<file path="src/rtl/deque_pkg.sv">
// Shared types and command priority decode for the channel-selected ring deque.
package deque_pkg;

   typedef enum logic [2:0] {
      CMD_NONE,
      CMD_PUSH_F,
      CMD_PUSH_B,
      CMD_POP_F,
      CMD_POP_B
   } deque_cmd_t;

   // One command per cycle; lower-priority requests in the same cycle are dropped.
   function automatic deque_cmd_t deque_decode(input logic push_front,
                                               input logic push_back,
                                               input logic pop_front,
                                               input logic pop_back);
      if (push_front)     return CMD_PUSH_F;
      else if (push_back) return CMD_PUSH_B;
      else if (pop_front) return CMD_POP_F;
      else if (pop_back)  return CMD_POP_B;
      else                return CMD_NONE;
   endfunction

endpackage

</file>
<file path="src/rtl/deque_ring_mem.sv">
// WORDS x WIDTH storage: one write port, asynchronous front/back read ports,
// every word cleared while rst_n is low.
module deque_ring_mem #(
   parameter int  WIDTH = 8,
   parameter int  WORDS = 16,
   localparam int PTR_W = $clog2(WORDS)
) (
   input  logic             clk,
   input  logic             rst_n,
   input  logic             we,
   input  logic [PTR_W-1:0] waddr,
   input  logic [WIDTH-1:0] wdata,
   input  logic [PTR_W-1:0] raddr_front,
   input  logic [PTR_W-1:0] raddr_back,
   output logic [WIDTH-1:0] rdata_front,
   output logic [WIDTH-1:0] rdata_back
);

   logic [WIDTH-1:0] mem_q [WORDS];
   logic [WIDTH-1:0] mem_d [WORDS];

   // NOTE: always_comb uses blocking '=' and starts from a full default, so no latch is inferred.
   always_comb begin
      mem_d = mem_q;
      if (we) mem_d[waddr] = wdata;
   end

   // NOTE: the storage is deliberately reset word by word; the outputs must read 0 after reset.
   always_ff @(posedge clk) begin
      if (!rst_n) begin
         for (int i = 0; i < WORDS; i++) mem_q[i] <= '0;
      end else begin
         mem_q <= mem_d;
      end
   end

   assign rdata_front = mem_q[raddr_front];
   assign rdata_back  = mem_q[raddr_back];

endmodule

</file>
<file path="src/rtl/deque_ring.sv">
// Double-ended queue on a circular buffer behind a shared channel-select bus,
// with occupancy count and sticky overflow/underflow flags.
module deque_ring
   import deque_pkg::*;
#(
   parameter int  WIDTH    = 8,
   parameter int  WORDS    = 16,
   parameter int  SEL_BITS = 1,
   parameter int  ADDR     = 0,
   localparam int PTR_W    = $clog2(WORDS),
   localparam int CNT_W    = $clog2(WORDS + 1)
) (
   input  logic                clk,
   input  logic                rst_n,
   input  logic [SEL_BITS-1:0] sel,
   input  logic                push_front,
   input  logic                push_back,
   input  logic                pop_front,
   input  logic                pop_back,
   input  logic [WIDTH-1:0]    data_in,
   output logic [WIDTH-1:0]    data_front,
   output logic [WIDTH-1:0]    data_back,
   output logic                empty,
   output logic                full,
   output logic [CNT_W-1:0]    count,
   output logic                ovf,
   output logic                unf
);

   localparam logic [SEL_BITS-1:0] MY_ADDR  = SEL_BITS'(ADDR);
   localparam logic [PTR_W-1:0]    PTR_ONE  = PTR_W'(1);
   localparam logic [CNT_W-1:0]    CNT_ONE  = CNT_W'(1);
   localparam logic [CNT_W-1:0]    CNT_FULL = CNT_W'(WORDS);

   logic [PTR_W-1:0] head_q, head_d, tail_q, tail_d;
   logic [CNT_W-1:0] count_q, count_d;
   logic             ovf_q, ovf_d, unf_q, unf_d;
   logic             active, mem_we;
   logic [PTR_W-1:0] mem_waddr, back_idx;
   logic [WIDTH-1:0] rd_front, rd_back;
   deque_cmd_t       cmd;

   assign active   = (sel == MY_ADDR);
   assign cmd      = active ? deque_decode(push_front, push_back, pop_front, pop_back) : CMD_NONE;
   assign empty    = (count_q == '0);
   assign full     = (count_q == CNT_FULL);
   assign back_idx = tail_q - PTR_ONE;

   always_comb begin
      head_d    = head_q;
      tail_d    = tail_q;
      count_d   = count_q;
      ovf_d     = ovf_q;
      unf_d     = unf_q;
      mem_we    = 1'b0;
      mem_waddr = tail_q;
      unique case (cmd)
         CMD_PUSH_F: begin
            if (full) begin
               ovf_d = 1'b1;
            end else begin
               mem_we    = 1'b1;
               mem_waddr = head_q - PTR_ONE;
               head_d    = head_q - PTR_ONE;
               count_d   = count_q + CNT_ONE;
            end
         end
         CMD_PUSH_B: begin
            if (full) begin
               ovf_d = 1'b1;
            end else begin
               mem_we  = 1'b1;
               tail_d  = tail_q + PTR_ONE;
               count_d = count_q + CNT_ONE;
            end
         end
         CMD_POP_F: begin
            if (empty) begin
               unf_d = 1'b1;
            end else begin
               head_d  = head_q + PTR_ONE;
               count_d = count_q - CNT_ONE;
            end
         end
         CMD_POP_B: begin
            if (empty) begin
               unf_d = 1'b1;
            end else begin
               tail_d  = tail_q - PTR_ONE;
               count_d = count_q - CNT_ONE;
            end
         end
         default: ;
      endcase
   end

   // NOTE: sequential state uses non-blocking '<=' so every flop samples pre-edge values.
   always_ff @(posedge clk) begin
      if (!rst_n) begin
         head_q  <= '0;
         tail_q  <= '0;
         count_q <= '0;
         ovf_q   <= 1'b0;
         unf_q   <= 1'b0;
      end else begin
         head_q  <= head_d;
         tail_q  <= tail_d;
         count_q <= count_d;
         ovf_q   <= ovf_d;
         unf_q   <= unf_d;
      end
   end

   deque_ring_mem #(.WIDTH(WIDTH), .WORDS(WORDS)) u_mem (
      .clk         (clk),
      .rst_n       (rst_n),
      .we          (mem_we),
      .waddr       (mem_waddr),
      .wdata       (data_in),
      .raddr_front (head_q),
      .raddr_back  (back_idx),
      .rdata_front (rd_front),
      .rdata_back  (rd_back)
   );

   // Data outputs are gated so unselected instances on the shared bus read as 0.
   assign data_front = (active && !empty) ? rd_front : '0;
   assign data_back  = (active && !empty) ? rd_back  : '0;
   assign count      = count_q;
   assign ovf        = ovf_q;
   assign unf        = unf_q;

endmodule
</file>
<file path="config.mk">
export PLATFORM = sky130hd
export DESIGN_NAME = deque_ring
export DESIGN_NICKNAME = d
export VERILOG_FILES = /design/src/rtl/deque_pkg.sv /design/src/rtl/deque_ring_mem.sv /design/src/rtl/deque_ring.sv
export SDC_FILE = /design/constraint.sdc
export NUM_CORES = 1
export LEC_CHECK = 0
export CORE_MARGIN = 8
export CORE_UTILIZATION = 34
export CTS_BUF_LIST = sky130_fd_sc_hd__clkbuf_16
export DETAILED_ROUTE_END_ITERATION = 8
export PLACE_DENSITY = 0.49
export SLEW_MARGIN = 0
export SYNTH_ARGS = -nofsm -noshare
export SYNTH_HDL_FRONTEND = slang
export SYNTH_HIERARCHICAL = 1
export SYNTH_SLANG_ARGS = --single-unit
</file>
<file path="constraint.sdc">
create_clock -name clk -period 2.8 [get_ports clk]
set_input_delay 0.56 -clock clk [delete_from_list [all_inputs] [get_ports clk]]
set_output_delay 0.56 -clock clk [all_outputs]
set_load 0.03 [all_outputs]
</file>
==> flow_summary.ini, run 1 <==
[synth]
synth_area_per_cell_um2 = 9.53
synth_top_area_cell = dfxtp_1
synth_flop_cell = dfxtp_1
netlist_area_um2 = 8530
synthCells = 895
synth_top_area_share_pct = 33.6
synthTopCellsByArea = dfxtp_1, mux4_2, a21boi_0
synth.yosys.seq_area_share_pct = 33.6
ys_warn_count = 6
syn_nets = 918
synth_edf_count = 0
synthDistinctLibCells = 53
synth_seq_cells = 143
synthArstFlopShare_pct = 0

[sta]
finalCriticalPeriod_ps = 2950
setup_viol = 8
slew_headroom_pct = 45.4
tns_ps = -1000
fmax_mhz = 339
skew_ps = 8.35
tightest_slew_ps = 817
fin_ws_ps = -152
maxSlewViolCount = 0
grt_setup_unrepaired = yes
finalHoldViolCount = 0
finalCritPeriodShare_pct = 105

[setup_path]
path_class = flop to primary output
crit_slowest_cell = mux4_2
worstPathRequired_ps = 2240
path_buf_inv = 4
timing.critical_path.max_delay_family = multiplexers
worst-path-max-fanout = 5
cp-end-kind = primary output
cp.arrival_ps = 2390
cpPeakStageDelay_ps = 500
worst_setup_path_start_kind = flop
path_cells = inv_4 > ha_4 > inv_8 > buf_12 > mux4_2 > a22oi_2 > nand2_1 > and2_4 > buf_6

[power_and_ir_drop]
p_per_area_nw_per_um2 = 518
p_leak_nw = 3.90
post-layout-total-power_w = 0.00570
ir_drop_mv = 0.402

[route]
drtPass1Iterations = 5
totalWireLength_um = 32100
vias = 7867
routed_via_density = 5.98
ant_nets = 0
drc = 0
drt_iter0_markers = 744
post_drt_wl_per_cell_um = 24.4

[floorplanning]
dieArea_um2 = 30400
fp.coreArea_um2 = 24900
row_count = 58
num_io_pins = 40
die_y_um = 174
start_util_pct = 34.3
die_w_um = 174

[clocking]
clock-sinks = 143
cts_tree = done
clkLatencyLatePin_ps = 430
postCtsHoldBufs = 0
clk_pin_slew_ps = 60
root_buffer = clkbuf_16
htree_levels = 4
cts_buffers = 17
cts_buffer_depth = 2

[finish]
diodes = 0
final_common_cell = dfxtp_1
final_area_um2 = 11000
drive_above_1_share_pct = 30.5
area_growth_syn_to_layout_pct = 29.1
multiInputGateArea_um2 = 5280
final_cell_mix = dfxtp_1, nand3_1, o21ai_0
fillers = 2428
utilization_pct = 44.2
final_nets = 998
ff_latch_area_um2 = 2870

[global_routing]
antenna_found_initial = 0
grt_util_all_layers_pct = 21.0
grt_max_degree = 124
grt_pass1_vias = 7774
grt_pass1_wl_um = 48900
overflow = 0

[run_status]
violations = negative setup slack
status = finished, violations left

[run]
max_cap_viol_count = 0

[placement]
io_buffers = 39
dpl_cell_area_um2 = 9690
place_ws_ps = -275
gp_congestion = 0.825
hpwlAfterDp_um = 19800

[hold_path]
holdCritPathClass = input pin to flop
[cell usage after synthesis (4+ instances only)]
cell type,count
a21boi_1,30
buf_4,8
nor2b_1,7
and3b_1,4
nor2_1,18
buf_2,20
xnor2_1,5
nand2b_1,4
mux4_1,18
a22oi_1,32
mux2i_1,5
buf_6,7
a21boi_0,100
mux4_2,44
xor2_1,7
clkbuf_2,9
nand2_1,22
o21ai_0,130
inv_1,6
clkbuf_1,59
dfxtp_1,143
nand3b_1,5
ha_1,7
a21oi_1,12
and2_1,20
nand3_1,134
[kinds of logic after synthesis]
kind of cell / after synthesis / synth area share, %
DFF: 143 / 33.6
xor gates and xnor gates: 12 / 1.23
AOI/OAI and AO/OA: 317 / 24.2
buffers and inverters: 114 / 6.89
adders and majority gates: 8 / 1.26
and+or+nand+nor: 232 / 14.6
muxes: 69 / 18.3
[per-layer routing]
layer  track usage (%)  part of all wire, %  up-vias
met5                 0                    0        -
met4              8.23                  2.7        0
met3              3.25                  5.4       61
met2              35.0                   49      278
met1              26.7                   43     4023
li1                  -                    -     3505
[flip-flops by register name, summed over array words and instances, names as in the netlist]
| name | flops |
|---|---|
| head_q | 4 |
| unf | 1 |
| tail_q | 4 |
| ovf | 1 |
| u_mem/mem_q | 128 |
| count | 5 |
[through the flow]
stage | instances | hold slack (ps)
2_1_floorplan | 895 | 456
3_3_place_gp | 1247 | 448
3_5_place_dp | 1247 | 453
4_1_cts | 1310 | 446
5_1_grt | 1316 | 462
6_report | 1316 | 457
[worst paths after layout]
| check | depth (start not counted) | end | slack [ps] | start |
|---|---|---|---|---|
| setup reg to reg | 10 | u_mem/mem_q[116] | 300 | count[0] |
| hold reg to reg | 2 | ovf | 460 | ovf |
| hold / removal | 2 | tail_q[2] | 460 | rst_n |
| setup / recovery | 9 | data_back[2] | -150 | tail_q[0] |
[timing repair]
action	in CTS	in global routing
hold endpoints to repair	0	0
gates cloned	3	1
buffers inserted	30	6
pin swaps	26	19
gates resized for setup	102	34
setup endpoints to repair	17	19
[final cells by class]
class | count | area share [%]
clock buffer | 17 | 3.86
timing repair buffer | 168 | 16.9
clock inverter | 13 | 1.14
tap | 330 | 3.75
sequential | 143 | 26.1
inverter | 7 | 0.330
multi-input combinational | 638 | 47.9
[report_power, final]
part | internal [W] | leakage [nW] | switching [W] | total, W
Sequential | 0.00208 | 1.16 | 0.0000483 | 0.00213
Combinational | 0.000616 | 2.48 | 0.000754 | 0.00137
Clock | 0.00129 | 0.263 | 0.000922 | 0.00221
Note: power is estimated with default switching activity, not from simulation.
==> inputs of run 2 (changes only) <==
clock period = 3.2 ns   (was 2.8 ns; I/O delays follow)
==> run 2 against run 1 <==
  * The flow now finishes without violations
  * Critical path type unchanged
  * Largest power group unchanged
  * Combinational power is 26% lower
  * Clock power is 9% lower
  * Critical path depth stayed put
==> flow_summary.ini, run 2 (synthesis gave the netlist of run 1 again) <==
[global_routing]
overflow = 0
antenna_found_initial = 0
grt_pass1_wl_um = 46200
grt_pass1_vias = 7254
grt_max_degree = 133
grt_util_all_layers_pct = 19.8

[floorplanning]
row_count = 58
num_io_pins = 40
fp.coreArea_um2 = 24900
start_util_pct = 34.3
die_w_um = 174
die_y_um = 174
dieArea_um2 = 30400

[clocking]
clkLatencyLatePin_ps = 430
cts_tree = done
root_buffer = clkbuf_16
clock-sinks = 143
cts_buffer_depth = 2
htree_levels = 4
clk_pin_slew_ps = 60
cts_buffers = 17

[finish]
largest-register = u_mem/mem_q
area_growth_syn_to_layout_pct = 21.0
multiInputGateArea_um2 = 5200
fillers = 2400
drive_above_1_share_pct = 21.9
final_cell_mix = dfxtp_1, nand3_1, o21ai_0
final_nets = 941
final_area_um2 = 10300
diodes = 0
final_common_cell = dfxtp_1
largest_reg_flops = 128
ff_latch_area_um2 = 2870

[run_status]
status = finished clean

[sta]
skew_ps = 8.93
finalHoldViolCount = 0
fin_ws_ps = 24.2
finalCriticalPeriod_ps = 3180
grt_setup_unrepaired = yes
setup_viol = 0
maxSlewViolCount = 0
slew_headroom_pct = 42.2
fmax_mhz = 315
tightest_slew_ps = 864
finalCritPeriodShare_pct = 99.2

[route]
vias = 7484
drtPass1Iterations = 5
drt_iter0_markers = 704
drc = 0
totalWireLength_um = 30600
routed_via_density = 5.94
post_drt_wl_per_cell_um = 24.3
ant_nets = 0

[setup_path]
worst_setup_path_start_kind = flop
path_class = flop to primary output
worst-path-max-fanout = 8
cp.arrival_ps = 2540
path_cells = inv_6 > ha_4 > inv_8 > buf_12 > mux4_4 > a22oi_2 > nand2_1 > and2_1 > buf_4
crit_slowest_cell = mux4_4
cpPeakStageDelay_ps = 410
worstPathRequired_ps = 2560
cp-end-kind = primary output

[power_and_ir_drop]
p_leak_nw = 3.64
ir_drop_mv = 0.334
p_per_area_nw_per_um2 = 476

[placement]
hpwlAfterDp_um = 17800
dpl_cell_area_um2 = 9420
place_ws_ps = -106
gp_congestion = 0.772
io_buffers = 39

[hold_path]
holdCritPathClass = flop to flop

[run]
max_cap_viol_count = 0
-- run 2: cell types whose count changed in the layout (fill, tap and decap cells not counted), moves of 10 or more --
cell / delta
buf_6: -28
buf_4: -19
buf_12: -10
and2_4: -14
a22oi_2: -14
and2_1: +14
a22oi_1: +14
-- run 2: metrics by stage --
step,util [%],TNS [ps],cells,power (W),hold WS [ps]
6_report,41.4,0,1260,0.00491,472
5_1_grt,41.4,-17.3,1260,0.00506,510
4_1_cts,40.8,0,1253,0.00489,485
3_5_place_dp,37.9,-4300,1218,0.00282,473
3_3_place_gp,37.9,-123,1218,0.00282,455
2_1_floorplan,-,0,895,0.00246,456
-- run 2: power breakdown --
part	internal [W]	switching [W]
registers	0.00182	0.0000435
clock network	0.00121	0.000815
logic	0.000410	0.000614
-- run 2: area by class of cell --
cell class | instances | share of cell area, %
clock inverters | 14 | 1.47
clock buffers | 17 | 4.12
repair buffers | 111 | 11.7
flip-flops and latches | 143 | 27.9
well taps | 330 | 4.00
multi-input cells | 638 | 50.4
inverters | 7 | 0.400
-- run 2: metal layers --
metal / global-route usage (%) / vias up / wire, um
met3: 3.41 / 49 / 1710
met5: 0 / - / 0
met1: 26.8 / 3755 / 13900
met4: 7.13 / 0 / 781
met2: 31.3 / 284 / 14200
li1: - / 3396 / -
-- run 2: timing repair --
item | 4_1_cts | 5_1_grt
endpoints found under the setup margin | 8 | 75
pin swaps | 0 | 4
setup buffers | 2 | 6
endpoints found under the hold margin | 0 | 0
gates cloned | 2 | 1
hold buffers | 0 | 0
resized for setup | 23 | 19
-- run 2: path summary, 6_finish.rpt --
path / from / end / slack [ps] / cells past startpoint
max: tail_q[0] / data_back[7] / 20 / 9
min: unf / unf / 470 / 2
max reg2reg: count[2] / u_mem/mem_q[28] / 460 / 9
min reg2reg: unf / unf / 470 / 2
-- run 2: critical path, delay by kind of cell (launching register included) --
family	cells	cell delay (ps)
flip-flops	1	400
buffers and inverters	4	430
AO/OA/AOI/OAI	1	300
adder cells (fa/ha/maj)	1	310
AND/OR/NAND/NOR	2	260
multiplexers	1	410
